File: config.mk
export PLATFORM = sky130hd
export DESIGN_NAME = chipper_inject_eject
export DESIGN_NICKNAME = d
export VERILOG_FILES = /design/src/rtl/chipper_pkg.sv /design/src/rtl/chipper_flit_fifo.sv /design/src/rtl/chipper_inject_eject.sv
export SDC_FILE = /design/constraint.sdc
export NUM_CORES = 1
export LEC_CHECK = 0
export BUFFER_PORTS_ARGS = -buffer_cell sky130_fd_sc_hd__buf_2
export CORE_ASPECT_RATIO = 1.1
export CORE_UTILIZATION = 47
export DETAILED_ROUTE_END_ITERATION = 10
export PLACE_DENSITY_LB_ADDON = 0.15
export SETUP_SLACK_MARGIN = 0.4
export SLEW_MARGIN = 20
export SYNTH_ARGS = -nofsm -noshare
export SYNTH_HDL_FRONTEND = slang
export SYNTH_SLANG_ARGS = --single-unit
File: constraint.sdc
create_clock -name clk -period 2.24 [get_ports clk]
set_input_delay 0.224 -clock clk [delete_from_list [all_inputs] [get_ports clk]]
set_output_delay 0.224 -clock clk [all_outputs]
set_load 0.02 [all_outputs]
File: src/rtl/chipper_pkg.sv
// rtl/chipper_pkg.sv - shared channel constants, defaults and dest-field helper for the CHIPPER stage
package chipper_pkg;

    localparam int NUM_CH     = 4;
    localparam int CH_E       = 0;
    localparam int CH_W       = 1;
    localparam int CH_N       = 2;
    localparam int CH_S       = 3;
    localparam int DEF_FLIT_W = 10;
    localparam int DEF_DEST_W = 6;

    // Destination lives in the low bits of the flit; returned zero-extended to 32 bits.
    function automatic logic [31:0] dest_field(input logic [31:0] flit, input int unsigned dest_w);
        return flit & ((32'd1 << dest_w) - 32'd1);
    endfunction

endpackage

File: src/rtl/chipper_flit_fifo.sv
// rtl/chipper_flit_fifo.sv - circular local-injection FIFO with wrap-bit pointers and level output
module chipper_flit_fifo
    import chipper_pkg::*;
#(
    parameter int FLIT_W = DEF_FLIT_W,
    parameter int DEPTH  = 4
) (
    input  logic                     clk,
    input  logic                     rst,
    input  logic                     i_push,
    input  logic [FLIT_W-1:0]        i_push_data,
    input  logic                     i_pop,
    output logic [FLIT_W-1:0]        o_head,
    output logic [$clog2(DEPTH):0]   o_level,
    output logic                     o_full,
    output logic                     o_empty
);

    localparam int AW = $clog2(DEPTH);

    logic [FLIT_W-1:0] r_mem [DEPTH];
    logic [AW:0]       r_wr;
    logic [AW:0]       r_rd;

    assign o_level = r_wr - r_rd;
    assign o_full  = (o_level == (AW+1)'(DEPTH));
    assign o_empty = (r_wr == r_rd);
    assign o_head  = r_mem[r_rd[AW-1:0]];

    // Full/empty come from registered pointers only, so a push while full is refused
    // even if the same cycle pops.
    always_ff @(posedge clk or posedge rst) begin
        if (rst) begin
            r_wr <= '0;
            r_rd <= '0;
        end else begin
            if (i_push && !o_full)
                r_wr <= r_wr + 1'b1;
            if (i_pop && !o_empty)
                r_rd <= r_rd + 1'b1;
        end
    end

    always_ff @(posedge clk) begin
        if (i_push && !o_full)
            r_mem[r_wr[AW-1:0]] <= i_push_data;
    end

endmodule

File: src/rtl/chipper_inject_eject.sv
// rtl/chipper_inject_eject.sv - deflection-router eject/inject stage with local FIFO and starvation flag
module chipper_inject_eject
    import chipper_pkg::*;
#(
    parameter int                FLIT_W     = DEF_FLIT_W,
    parameter int                DEST_W     = DEF_DEST_W,
    parameter logic [DEST_W-1:0] MY_ID      = '0,
    parameter int                DEPTH      = 4,
    parameter int                STARVE_MAX = 15
) (
    input  logic                       clk,
    input  logic                       rst,
    input  logic [NUM_CH-1:0]          in_valid,
    input  logic [NUM_CH*FLIT_W-1:0]   in_flit,
    input  logic                       inj_valid,
    input  logic [FLIT_W-1:0]          inj_flit,
    output logic                       inj_ready,
    output logic [NUM_CH-1:0]          out_valid,
    output logic [NUM_CH*FLIT_W-1:0]   out_flit,
    output logic                       ej_valid,
    output logic [FLIT_W-1:0]          ej_flit,
    output logic                       starve,
    output logic [$clog2(DEPTH):0]     fifo_level
);

    localparam int CNT_W = $clog2(STARVE_MAX + 1);

    logic                      w_full;
    logic                      w_empty;
    logic [FLIT_W-1:0]         w_head;
    logic [NUM_CH-1:0]         w_match;
    logic                      w_ej_hit;
    logic [1:0]                w_ej_idx;
    logic [FLIT_W-1:0]         w_ej_data;
    logic [NUM_CH-1:0]         w_after;
    logic                      w_inj_hit;
    logic [1:0]                w_inj_idx;
    logic [NUM_CH*FLIT_W-1:0]  w_next_flit;
    logic [CNT_W-1:0]          w_cnt_next;

    logic [NUM_CH-1:0]         r_out_valid;
    logic [NUM_CH*FLIT_W-1:0]  r_out_flit;
    logic                      r_ej_valid;
    logic [FLIT_W-1:0]         r_ej_flit;
    logic [CNT_W-1:0]          r_cnt;
    logic                      r_starve;

    chipper_flit_fifo #(
        .FLIT_W (FLIT_W),
        .DEPTH  (DEPTH)
    ) u_fifo (
        .clk         (clk),
        .rst         (rst),
        .i_push      (inj_valid && !w_full),
        .i_push_data (inj_flit),
        .i_pop       (w_inj_hit),
        .o_head      (w_head),
        .o_level     (fifo_level),
        .o_full      (w_full),
        .o_empty     (w_empty)
    );

    assign inj_ready = !w_full;

    // Eject the lowest-index matching flit; later matches are deflected onward.
    always_comb begin
        w_match  = '0;
        w_ej_hit = 1'b0;
        w_ej_idx = '0;
        for (int i = 0; i < NUM_CH; i++) begin
            w_match[i] = in_valid[i] &&
                (dest_field(32'(in_flit[i*FLIT_W +: FLIT_W]), DEST_W) == 32'(MY_ID));
            if (w_match[i] && !w_ej_hit) begin
                w_ej_hit = 1'b1;
                w_ej_idx = 2'(i);
            end
        end
        w_ej_data = in_flit[w_ej_idx*FLIT_W +: FLIT_W];
        w_after   = in_valid & ~(w_ej_hit ? (NUM_CH'(1) << w_ej_idx) : '0);
    end

    // Inject FIFO head into the lowest free slot, including one just freed by eject.
    always_comb begin
        w_inj_hit   = 1'b0;
        w_inj_idx   = '0;
        w_next_flit = '0;
        for (int i = 0; i < NUM_CH; i++) begin
            if (!w_empty && !w_after[i] && !w_inj_hit) begin
                w_inj_hit = 1'b1;
                w_inj_idx = 2'(i);
            end
        end
        for (int i = 0; i < NUM_CH; i++) begin
            if (w_after[i])
                w_next_flit[i*FLIT_W +: FLIT_W] = in_flit[i*FLIT_W +: FLIT_W];
            else if (w_inj_hit && (w_inj_idx == 2'(i)))
                w_next_flit[i*FLIT_W +: FLIT_W] = w_head;
        end
    end

    always_comb begin
        w_cnt_next = r_cnt;
        if (w_empty || w_inj_hit)
            w_cnt_next = '0;
        else if (r_cnt != CNT_W'(STARVE_MAX))
            w_cnt_next = r_cnt + 1'b1;
    end

    always_ff @(posedge clk or posedge rst) begin
        if (rst) begin
            r_out_valid <= '0;
            r_out_flit  <= '0;
            r_ej_valid  <= 1'b0;
            r_ej_flit   <= '0;
            r_cnt       <= '0;
            r_starve    <= 1'b0;
        end else begin
            r_out_valid <= w_after | (w_inj_hit ? (NUM_CH'(1) << w_inj_idx) : '0);
            r_out_flit  <= w_next_flit;
            r_ej_valid  <= w_ej_hit;
            if (w_ej_hit)
                r_ej_flit <= w_ej_data;
            r_cnt       <= w_cnt_next;
            r_starve    <= (w_cnt_next == CNT_W'(STARVE_MAX));
        end
    end

    assign out_valid = r_out_valid;
    assign out_flit  = r_out_flit;
    assign ej_valid  = r_ej_valid;
    assign ej_flit   = r_ej_flit;
    assign starve    = r_starve;

endmodule
# == Word-level counts from Yosys, hierarchy flattened ==
# Memories as Yosys holds them, arrays and structs flattened.
# Cells that the tools add are included.
# totals
ram_bits,40
input_bits,57
elab_cells,94
ff_bits,66
out_inout_bits,60
rom_bits,0
memories,1
latch_bits,0
# classes
div_mod_pow,0
magnitude_cmp,0
shift,3
n_mux,28
eq_ne,7
n_reduce_logical,39
addsub,4
mul,1
bitwise,3
# memory_table
name,words,word_bits,read_ports,rd_clocked_by_memory_dff,wr,line_no,rtl
u_fifo.r_mem,4,10,1,0,1,chipper_flit_fifo.sv:21,logic [FLIT_W-1:0] r_mem [DEPTH];
# op_table
op,count
$logic_not A32 Y1,4
$mux W10,8
$shiftx A40 B7 Y10,1
$logic_and A1 B1 Y1,21
$mux W4,4
$logic_not A1 Y1,12
$mux W1,12
$mux W2,4
$shl A1 B2 Y4 const A,2
$add A3 B1 Y3 const B,2
$mul A2 B3 Y5 const B,1
$add A4 B1 Y4 const B,1
$and A4 B4 Y4,1
$eq A2 B2 Y1 const B,2
$eq A4 B4 Y1 const B,1
$ne A4 B4 Y1 const B,1
$not A4 Y4,1
$or A4 B4 Y4,1
$eq A3 B3 Y1,1
$eq A3 B3 Y1 const B,1
$sub A3 B3 Y3,1
$eq A2 B1 Y1 const B,1
$logic_not A2 Y1,1
$logic_or A1 B1 Y1,1

# == Longest topological paths before layout ==
# logic_depth
depth_word,32
ltp_mapped,7
mapped_depth_nobuf,7

# == Hierarchy ==
# Synthesis repeated with hierarchy kept, for this count alone.
# hier_totals
cells_unflattened,332
hier_area_um2,4626.9
# modules_own_cells
module,area_per_inst_um2,cells_each,seq_area_each_um2,instances
chipper_inject_eject,2702.6,233,1501.4,1
chipper_flit_fifo,1924.3,99,1351.3,1

# == Worst setup path after synthesis ==
# Ideal clock, no wire load.
# synth_timing
path_kind,reg-to-reg
start,reg u_fifo.r_wr[0]
end,reg u_fifo.r_wr[2]
stages_incl_launch_ff,8
setup_slack_ns,-0.171
required_ns,2.097
arrival_ns,2.267
cell_sequence,dfrtp_1 > inv_1 > ha_1 > fa_1 > xnor2_1 > a31oi_1 > and2_1 > xor2_1
# synth_via
elab_chain_cells,5
elab_cells_between_ends,6
cone_classes,add/sub: 2; eq/ne: 1; reduce/logical: 3
# synth_lines
element,line_no,rtl
"start, declared",chipper_flit_fifo.sv:22,logic [AW:0] r_wr;
"start signal, assigned",chipper_flit_fifo.sv:38,r_wr <= r_wr + 1'b1;
$sub A3 B3 Y3 *,chipper_flit_fifo.sv:25,assign o_level = r_wr - r_rd;
named net fifo_level[2],chipper_inject_eject.sv:23,output logic [$clog2(DEPTH):0] fifo_level
$eq A3 B3 Y1 *,chipper_flit_fifo.sv:26,assign o_full = (o_level == (AW+1)'(DEPTH));
$logic_not A1 Y1 *,"chipper_flit_fifo.sv:37, chipper_inject_eject.sv:54",
$logic_and A1 B1 Y1,chipper_inject_eject.sv:54,".i_push (inj_valid && !w_full),"
$logic_and A1 B1 Y1 *,chipper_flit_fifo.sv:37,if (i_push && !o_full)
# Mark *: on every way through the listed nets, which the timed path passes. The rest lies on a longest branch.
# A chain may end at the register's enable or synchronous reset.

# == Worst setup path after layout ==
# layout_timing
start,reg u_fifo.r_rd[0]
end,out inj_ready
# layout_via
elab_chain_cells,3
# layout_lines
element,line_no,rtl
"start, declared",chipper_flit_fifo.sv:23,logic [AW:0] r_rd;
"start signal, assigned",chipper_flit_fifo.sv:40,r_rd <= r_rd + 1'b1;
$sub A3 B3 Y3,chipper_flit_fifo.sv:25,
$eq A3 B3 Y1,chipper_flit_fifo.sv:26,
$logic_not A1 Y1,chipper_inject_eject.sv:63,assign inj_ready = !w_full;
"end, declared",chipper_inject_eject.sv:17,"output logic inj_ready,"
# No other way between the ends.

==> results.json <==
{
  "layout.filler_cells": 694,
  "ctsHtreeMaxLevel": 3,
  "mostFrequentLayoutCell": "buf_2",
  "count_of_flip_flops_with_a_built_in_enable_after_synthesis": 40,
  "worst_ir_drop_vdd_mv": 0.592,
  "power_density_over_cell_area_nw_per_um2": 1210,
  "final.min_clock_period_ns": 2.05,
  "avgViaCountPerCell": 5.48,
  "cts_made_buffers": 9,
  "worstPathRequired_ns": 2.02,
  "port-buffer-count": 116,
  "groute.usage.overall_pct": 22.5,
  "yosysWarnings": 0,
  "finalMaxSlewViolations": 0,
  "startpoint_type": "flip-flop",
  "min_period_over_period_pct": 91.4,
  "cts.path.max_buffers": 2,
  "first_iter_violations": 150,
  "synth-main-ff-cell": "dfrtp_1",
  "post_route_antenna_net_violation_count": 0,
  "async_flop_share_pct": 62.3,
  "antenna_cells": 0,
  "tritoncts": "done",
  "die_w_um": 93.1,
  "finalWirelength_mm": 10.2,
  "cp_slowest_cell": "dfrtp_1",
  "internal-power_uw": 4160,
  "crit_chain": "ha_4 -> fa_2 -> xnor2_4 -> nand3_2 -> buf_6",
  "ioPinCount": 117,
  "wl_per_cell_um": 18.5,
  "antenna_found_initial": 0,
  "dr_total_vias": 3012,
  "sw_frac_of_total_pct": 37.3,
  "placeableCoreArea_um2": 8870,
  "pwr-share-clk_pct": 15.4,
  "cp_num_buf_inv": 1,
  "synth-seq-area-share_pct": 66.5,
  "timing.setup.tns_ns": 0,
  "nNetsFinal": 497,
  "power_frac_comb_pct": 44.8,
  "synth.ff_latch_count": 106,
  "drtPass1Iterations": 5,
  "cts_root_buf": "clkbuf_8",
  "rsz0062_at_grt": "yes",
  "worst_clock_skew_ns": 0.00511,
  "hp-class": "primary input to flip-flop",
  "power.net_switching_uw": 2470,
  "grt-ovfl-total": 0,
  "grt_first_pass_wirelength_mm": 15.7,
  "synthesis.nets": 352,
  "maxClockFrequency_mhz": 489,
  "detail_route.drc_violations": 0,
  "timing_worst_slew_pin_value_ns": 0.712,
  "flow.area_growth_from_synthesis_pct": 27.8,
  "final_cell_mix": "114 x buf_2, 65 x dfrtp_1, 40 x edfxtp_1",
  "critical_path.endpoint_type": "output pin",
  "outcome": "finished clean",
  "die_y_um": 102,
  "drv.max_cap_violation_count": 0,
  "layout.core_utilization_pct": 61.8,
  "avgSynthCellArea_um2": 15.0,
  "worst-endpoint-arrival_ns": 1.82,
  "post_synth_inst_count": 286,
  "critical_path.top_delay_family": "adder cells",
  "leakage_power_of_the_design_uw": 0.00247,
  "largest_net_degree_at_the_start_of_global_routing": 67,
  "hold_viol": 0,
  "cp_slowest_stage_delay_ns": 0.44,
  "synth.distinct_cells": 51,
  "post_synth_instance_area_um2": 4290,
  "cts.sink_count": 106,
  "worstPathMaxFanout": 3,
  "finalSetupViolations": 0,
  "initial_core_util_pct": 48.4,
  "rows": 36,
  "place_hpwl_mm": 7.20,
  "critPathKind": "flip-flop to output pin",
  "clock_latency_ns": 0.36,
  "slew-limit-headroom_pct": 52.1,
  "gp_routability_congestion": 0.793,
  "layout-drive-gt1-share_pct": 46.6,
  "die_area_um2": 9520,
  "cts.clk_slew.worst_paths_ns": 0.09,
  "grt_pass1_vias": 3039,
  "design_power_total_uw": 6630,
  "power.share.sequential_pct": 39.8
}
-- per-stage QoR --
step	instance area, um2	instances	hold WS, ns	setup WS, ns
after global routing	5480	550	0.0579	0.122
final	5480	550	0.0681	0.193
after detailed placement	5160	521	0.348	0.0630
after CTS	5440	545	0.0596	0.172
after floorplan	4380	286	0.323	0.276
after global placement	5160	521	0.339	0.104
-- logic make-up after synthesis --
group                      Yosys count  synth area share, %
xor gates and xnor gates             7                 1.43
adders and majority gates            9                 2.80
buffers and inverters               17                 1.69
and+or+nand+nor                     72                 9.74
DFF                                106                 66.5
muxes                               13                 6.09
AOI/OAI and AO/OA                   62                 11.8
-- final cells by class --
cell class | instances | area, um2 | area share, %
Sequential cell | 106 | 2850 | 52.1
Clock inverter | 6 | 33.8 | 0.616
Multi-Input combinational cell | 167 | 1510 | 27.5
Inverter | 8 | 33.8 | 0.616
Tap cell | 114 | 143 | 2.60
Clock buffer | 10 | 128 | 2.33
Timing Repair Buffer | 139 | 785 | 14.3
-- path summary, 6_finish.rpt --
path                                            start                           end  slack (ns)  depth (start not counted)
setup / recovery           u_fifo.r_rd[0]$_DFFE_PP0P_                     inj_ready        0.19                          5
hold / removal                            inj_flit[3]  u_fifo.r_mem[0][3]$_DFFE_PP_        0.07                          1
setup reg to reg           u_fifo.r_rd[0]$_DFFE_PP0P_  u_fifo.r_mem[0][1]$_DFFE_PP_        0.19                          5
hold reg to reg                ej_flit[1]$_DFFE_PP0P_        ej_flit[1]$_DFFE_PP0P_        0.50                          1
max in group asynchronous                         rst    u_fifo.r_rd[1]$_DFFE_PP0P_        1.46                          4
min in group asynchronous                         rst        out_flit[23]$_DFF_PP0_        0.48                          4
-- power groups by stage --
stage	Clock (uW)	Combinational, uW	Sequential, uW
CTS	1030	2900	2650
floorplan	0	1550	2940
global placement	0	2620	2670
finish	1020	2970	2640
global route	1120	3190	2680
detailed placement	0	2680	2690
-- Yosys cell counts (2+ instances only) --
master    instances  area share [%]
dfrtp_1          66              38
edfxtp_1         40              28
a22o_1           35             7.1
nand2_1          19             1.7
mux4_2           10             5.2
nand3_1          10             1.2
ha_1              8             2.3
and2_2            7             1.2
inv_1             7            0.61
nor2_1            7            0.61
and2_1            5            0.73
xnor2_1           5             1.0
a222oi_1          4            0.93
a22oi_1           4            0.70
clkbuf_1          4            0.35
nor3_1            4            0.47
o21ai_1           4            0.47
a31oi_1           3            0.44
buf_1             3            0.26
nor3b_1           3            0.52
a21oi_1           2            0.23
nand2b_1          2            0.29
nand4_1           2            0.29
nor2b_1           2            0.29
nor4b_1           2            0.41
o21a_1            2            0.35
xor2_1            2            0.41
-- flip-flops by register name, summed over array words and instances, names as in the netlist --
name and cells:
starve 1, u_fifo.r_mem 40, out_valid 4, r_cnt 4, ej_flit 10, u_fifo.r_rd 3, u_fifo.r_wr 3, ej_valid 1
out_flit 40
-- layer usage --
metal / part of all wire [%] / global-route usage, %
met3: 5.8 / 5.21
met5: 0 / 0
met2: 53 / 39.1
met1: 40 / 27.4
met4: 1.4 / 8.52
-- what timing repair did --
item,in CTS,in global routing
setup endpoints to repair,81,71
hold buffers,1,0
pin swaps,7,6
setup buffers,4,4
hold endpoints to repair,66,0
gates resized for setup,13,3
gates cloned,3,1
Power figures use the tool's default switching activity.
